[src/rtl/insert_fifo.sv]
// insert_fifo: serializes 128-bit cipher blocks MSB byte first
// into a byte-wide output FIFO, with a one-deep pending buffer.
module insert_fifo #(
  parameter int NBYTES = 16,
  parameter int CW     = 5
) (
  input  logic                clk,
  input  logic                n_rst,
  input  logic                load,
  input  logic [NBYTES*8-1:0] block_in,
  input  logic                last_in,
  input  logic [CW-1:0]       nbytes_in,
  input  logic                fifo_full,
  output logic                push,
  output logic [7:0]          data_out,
  output logic                eop,
  output logic                done,
  output logic                busy,
  output logic                overrun
);

  localparam int BW = NBYTES * 8;

  localparam logic [0:0] IDLE  = 1'b0;
  localparam logic [0:0] SHIFT = 1'b1;

  localparam logic [CW-1:0] FULL_LIM = CW'(NBYTES);

  logic [0:0]    state;
  logic [BW-1:0] hold;
  logic [CW-1:0] cnt;
  logic [CW-1:0] lim;
  logic          last;

  logic [BW-1:0] pend;
  logic [CW-1:0] pend_lim;
  logic          pend_last;
  logic          pend_valid;

  logic [CW-1:0] lim_in;
  logic          fin;

  // Byte limit for an incoming block; out-of-range counts mean a full block
  always_comb begin
    lim_in = FULL_LIM;
    if (last_in && (nbytes_in != '0) && (nbytes_in <= FULL_LIM))
      lim_in = nbytes_in;
  end

  assign push     = (state == SHIFT) && !fifo_full;
  assign fin      = push && (cnt == lim - CW'(1));
  assign data_out = hold[BW-1 -: 8];
  assign eop      = fin && last;
  assign busy     = (state == SHIFT) || pend_valid;

  // Hold register and FSM: shift on transfer, refill on the final byte
  always_ff @(posedge clk or negedge n_rst) begin
    if (!n_rst) begin
      state <= IDLE;
      hold  <= '0;
      cnt   <= '0;
      lim   <= '0;
      last  <= 1'b0;
    end else begin
      case (state)
        IDLE: begin
          if (load) begin
            hold  <= block_in;
            cnt   <= '0;
            lim   <= lim_in;
            last  <= last_in;
            state <= SHIFT;
          end
        end
        SHIFT: begin
          if (fin) begin
            cnt <= '0;
            if (pend_valid) begin
              hold <= pend;
              lim  <= pend_lim;
              last <= pend_last;
            end else if (load) begin
              hold <= block_in;
              lim  <= lim_in;
              last <= last_in;
            end else begin
              hold  <= '0;
              state <= IDLE;
            end
          end else if (push) begin
            hold <= {hold[BW-9:0], 8'h00};
            cnt  <= cnt + CW'(1);
          end
        end
        default: state <= IDLE;
      endcase
    end
  end

  // Pending slot: catches a load while draining, drops it when occupied
  always_ff @(posedge clk or negedge n_rst) begin
    if (!n_rst) begin
      pend       <= '0;
      pend_lim   <= '0;
      pend_last  <= 1'b0;
      pend_valid <= 1'b0;
      overrun    <= 1'b0;
    end else begin
      if (fin) begin
        if (pend_valid) begin
          pend_valid <= load;
          if (load) begin
            pend      <= block_in;
            pend_lim  <= lim_in;
            pend_last <= last_in;
          end
        end
      end else if (load && (state == SHIFT)) begin
        if (!pend_valid) begin
          pend       <= block_in;
          pend_lim   <= lim_in;
          pend_last  <= last_in;
          pend_valid <= 1'b1;
        end else begin
          overrun <= 1'b1;
        end
      end
    end
  end

  // Completion pulse the cycle after a block's final byte
  always_ff @(posedge clk or negedge n_rst) begin
    if (!n_rst) done <= 1'b0;
    else        done <= fin;
  end

endmodule

[config.mk]
export PLATFORM = sky130hd
export DESIGN_NAME = insert_fifo
export DESIGN_NICKNAME = d
export VERILOG_FILES = /design/src/rtl/insert_fifo.sv
export SDC_FILE = /design/constraint.sdc
export NUM_CORES = 1
export LEC_CHECK = 0
export BUFFER_PORTS_ARGS = -buffer_cell sky130_fd_sc_hd__buf_2
export CELL_PAD_IN_SITES_DETAIL_PLACEMENT = 1
export CELL_PAD_IN_SITES_GLOBAL_PLACEMENT = 1
export CORE_MARGIN = 8
export CORE_UTILIZATION = 45
export CTS_CLUSTER_SIZE = 30
export DETAILED_ROUTE_END_ITERATION = 10
export GPL_TIMING_DRIVEN = 0
export PLACE_DENSITY = 0.83
export REMOVE_ABC_BUFFERS = 1
export SYNTH_ARGS = -nofsm -noshare
export SYNTH_HDL_FRONTEND = slang
export SYNTH_SLANG_ARGS = --single-unit
[constraint.sdc]
create_clock -name clk -period 6.1 [get_ports clk]
set_input_delay 1.22 -clock clk [delete_from_list [all_inputs] [get_ports clk]]
set_output_delay 1.22 -clock clk [all_outputs]
set_load 0.05 [all_outputs]
==> impl_metrics.env <==
export IMPL_setup_viol_count_final=0
export IMPL_rr_worst_depth=7
export IMPL_synthFlopType="dfrtp_1"
export IMPL_p_int_mw=4.90
export IMPL_num_nets_final=1825
export IMPL_dieArea_um2=38700
export IMPL_avgSynthCellArea_um2=9.06
export IMPL_holdPathStages=1
export IMPL_htreeDepth=2
export IMPL_path_clk_slew_ns=0.05
export IMPL_antenna_found_initial=8
export IMPL_drtPass1Iterations=4
export IMPL_synthCells=1621
export IMPL_slew_headroom_pct=30.5
export IMPL_totalNegativeSetupSlack_ns=0
export IMPL_power_density_nw_per_um2=427
export IMPL_hpwl_um=25200
export IMPL_gp_routability_congestion=0.741
export IMPL_seq_area_um2=6940
export IMPL_cts_buffers=35
export IMPL_fin_util_pct=52.3
export IMPL_netSwitchingFraction_pct=32.2
export IMPL_yosysWarningCount=0
export IMPL_final_common_cell="dfrtp_1"
export IMPL_yosys_area_share_simple_pct=11.1
export IMPL_fin_crit_sh_pct=85.1
export IMPL_worstHoldPathType="reg2reg"
export IMPL_grt_max_degree=161
export IMPL_cts_tree="built"
export IMPL_synth_top_family_by_area="compound AO/OA/AOI/OAI gates"
export IMPL_clk_latency_ns=0.51
export IMPL_synth_cell_types=51
export IMPL_critical_path_class="in2out"
export IMPL_cts_sinks=277
export IMPL_synthXorXnorAreaFrac_pct=0.298
export IMPL_seq_area_frac_synth_pct=47.2
export IMPL_layout_setup_ws_ns=0.911
export IMPL_drc=0
export IMPL_start_util_pct=45.4
export IMPL_core_area_um2=32400
export IMPL_slew_violations=0
export IMPL_startpoint_type="input port"
export IMPL_synth_compound_area_share_pct=21.8
export IMPL_postCtsSetupRepairBufs=0
export IMPL_p_seq_share_pct=43.0
export IMPL_status="completed"
export IMPL_holdWs_ns=0.504
export IMPL_grt_usage_pct=22.1
export IMPL_first_global_vias=13900
export IMPL_synth_edf_count=0
export IMPL_cts_resized=0
export IMPL_ys_seq_elements=277
export IMPL_p_sw_mw=2.32
export IMPL_vias_per_cell=5.79
export IMPL_vias=12400
export IMPL_ant_nets=0
export IMPL_final_cell_mix="275 x dfrtp_1, 247 x nor2_1, 148 x buf_2"
export IMPL_grt_pass1_wl_um=71400
export IMPL_synth_async_sr_flop_share_pct=100
export IMPL_post_route_min_period_ns=5.19
export IMPL_power_leakage_nw=7.76
export IMPL_placed_area_um2=15800
export IMPL_ctsHoldBuffers=0
export IMPL_wirelength_um=42500
export IMPL_irDropWorstVdd_uv=247
export IMPL_path_max_fanout=73
export IMPL_fillCellCount=3727
export IMPL_drt_iter0_markers=646
export IMPL_cts_buffer_depth=3
export IMPL_power_share_combinational_pct=29.0
export IMPL_yosys_area_share_adder_pct=0.170
export IMPL_grt_ovfl_total=0
export IMPL_multi_input_area_um2=6680
export IMPL_synth_mux_area_fraction_pct=12.0
export IMPL_finalClockSkew_ns=0.0174
export IMPL_rsz0062_at_grt="no"
export IMPL_detail_route_wl_per_cell_um=19.8
export IMPL_clockPowerShare_pct=28.0
export IMPL_worstPathRequired_ns=4.88
export IMPL_worst_pin_slew_ns=1.04
export IMPL_end_kind="output pin"
export IMPL_port_buffers=150
export IMPL_die_h_um=197
export IMPL_fp_row_count=66
export IMPL_io_pin_count=151
export IMPL_dp_slack_ns=1.04
export IMPL_timing_critical_path_arrival_ns=3.97
export IMPL_area_growth_pct=15.2
export IMPL_root_buffer="clkbuf_16"
export IMPL_fin_area_um2=16900
export IMPL_drive_above_1_share_pct=20.8
export IMPL_finalHoldViolations=0
export IMPL_clock_fmax_mhz=193
export IMPL_syn_cell_area_um2=14700
export IMPL_drv_cap=0
export IMPL_die_w_um=197
-- layer usage --
| layer | vias to the layer above | wire length (µm) | part of all wire (%) | global-route usage [%] |
|---|---|---|---|---|
| li1 | 5812 | - | - | - |
| met1 | 6328 | 18900 | 44 | 28.6 |
| met2 | 214 | 21100 | 50 | 37.8 |
| met3 | 62 | 1800 | 4.2 | 4.06 |
| met4 | 12 | 651 | 1.5 | 5.77 |
| met5 | - | 77 | 0.18 | 0 |
-- synth_stat cells, types with 5 or more instances --
master,instances,area [µm²]
and3_1,9,56.3
o22ai_1,122,763
nand2_1,130,488
a21oi_1,123,616
o21ai_0,126,631
a221o_1,7,70.1
mux2_2,74,833
a211oi_1,119,893
buf_6,9,101
inv_1,127,477
buf_2,9,45.0
buf_4,8,60.1
clkbuf_1,108,405
dfrtp_1,277,6930
mux2_4,59,886
nand2b_1,5,31.3
nor2_1,247,927
-- critical path: stages --
cell and delay, ns:
buf_2 0.13, nand2b_1 0.20, inv_1 0.30, nand4_1 0.22
or2_1 0.45, clkinv_4 0.50, buf_16 0.36, and2_1 0.21
buf_2 0.27
-- cell families after synthesis --
kind of cell | count (synthesis)
simple gates | 410
buf+inv | 266
mux | 137
fa+ha+maj | 2
xor+xnor | 5
flops | 277
compound gates | 524
-- layout make-up --
type	count	area share [%]
inverter	128	2.87
clock buffer	45	5.77
sequential	277	41.0
antenna	2	0.0296
tap	442	3.27
timing repair buffer	165	6.86
clock inverter	8	0.695
multi-input combinational	1078	39.5
-- metrics by stage --
step / instances / power, mW
after global placement: 2075 / 5.05
after CTS: 2143 / 7.29
after floorplan: 1483 / 4.57
after global routing: 2145 / 7.69
after detailed placement: 2090 / 5.21
final: 2145 / 7.22
-- final timing paths --
check	start	to	slack, ns
setup / recovery	fifo_full	eop	0.91
hold / removal	pend[0]$_DFFE_PN0P_	pend[0]$_DFFE_PN0P_	0.50
setup reg to reg	state$_DFF_PN0_	pend[41]$_DFFE_PN0P_	2.28
hold reg to reg	pend[0]$_DFFE_PN0P_	pend[0]$_DFFE_PN0P_	0.50
max in group asynchronous	n_rst	hold[64]$_DFFE_PN0P_	4.40
min in group asynchronous	n_rst	hold[46]$_DFFE_PN0P_	0.67
-- state kept, by name, summed over array words and instances (netlist names), 5 cells and up --
| signal | count |
|---|---|
| pend | 128 |
| pend_lim | 5 |
| hold | 128 |
| lim | 5 |
| cnt | 5 |
-- power by group through the flow --
stage               Combinational, mW  Clock [mW]  Sequential [mW]
CTS                              2.12        2.07             3.10
floorplan                        1.50           0             3.07
finish                           2.10        2.02             3.10
detailed placement               2.09           0             3.12
global route                     2.35        2.14             3.21
global placement                 1.97           0             3.08
(Power assumes the default switching activity.)
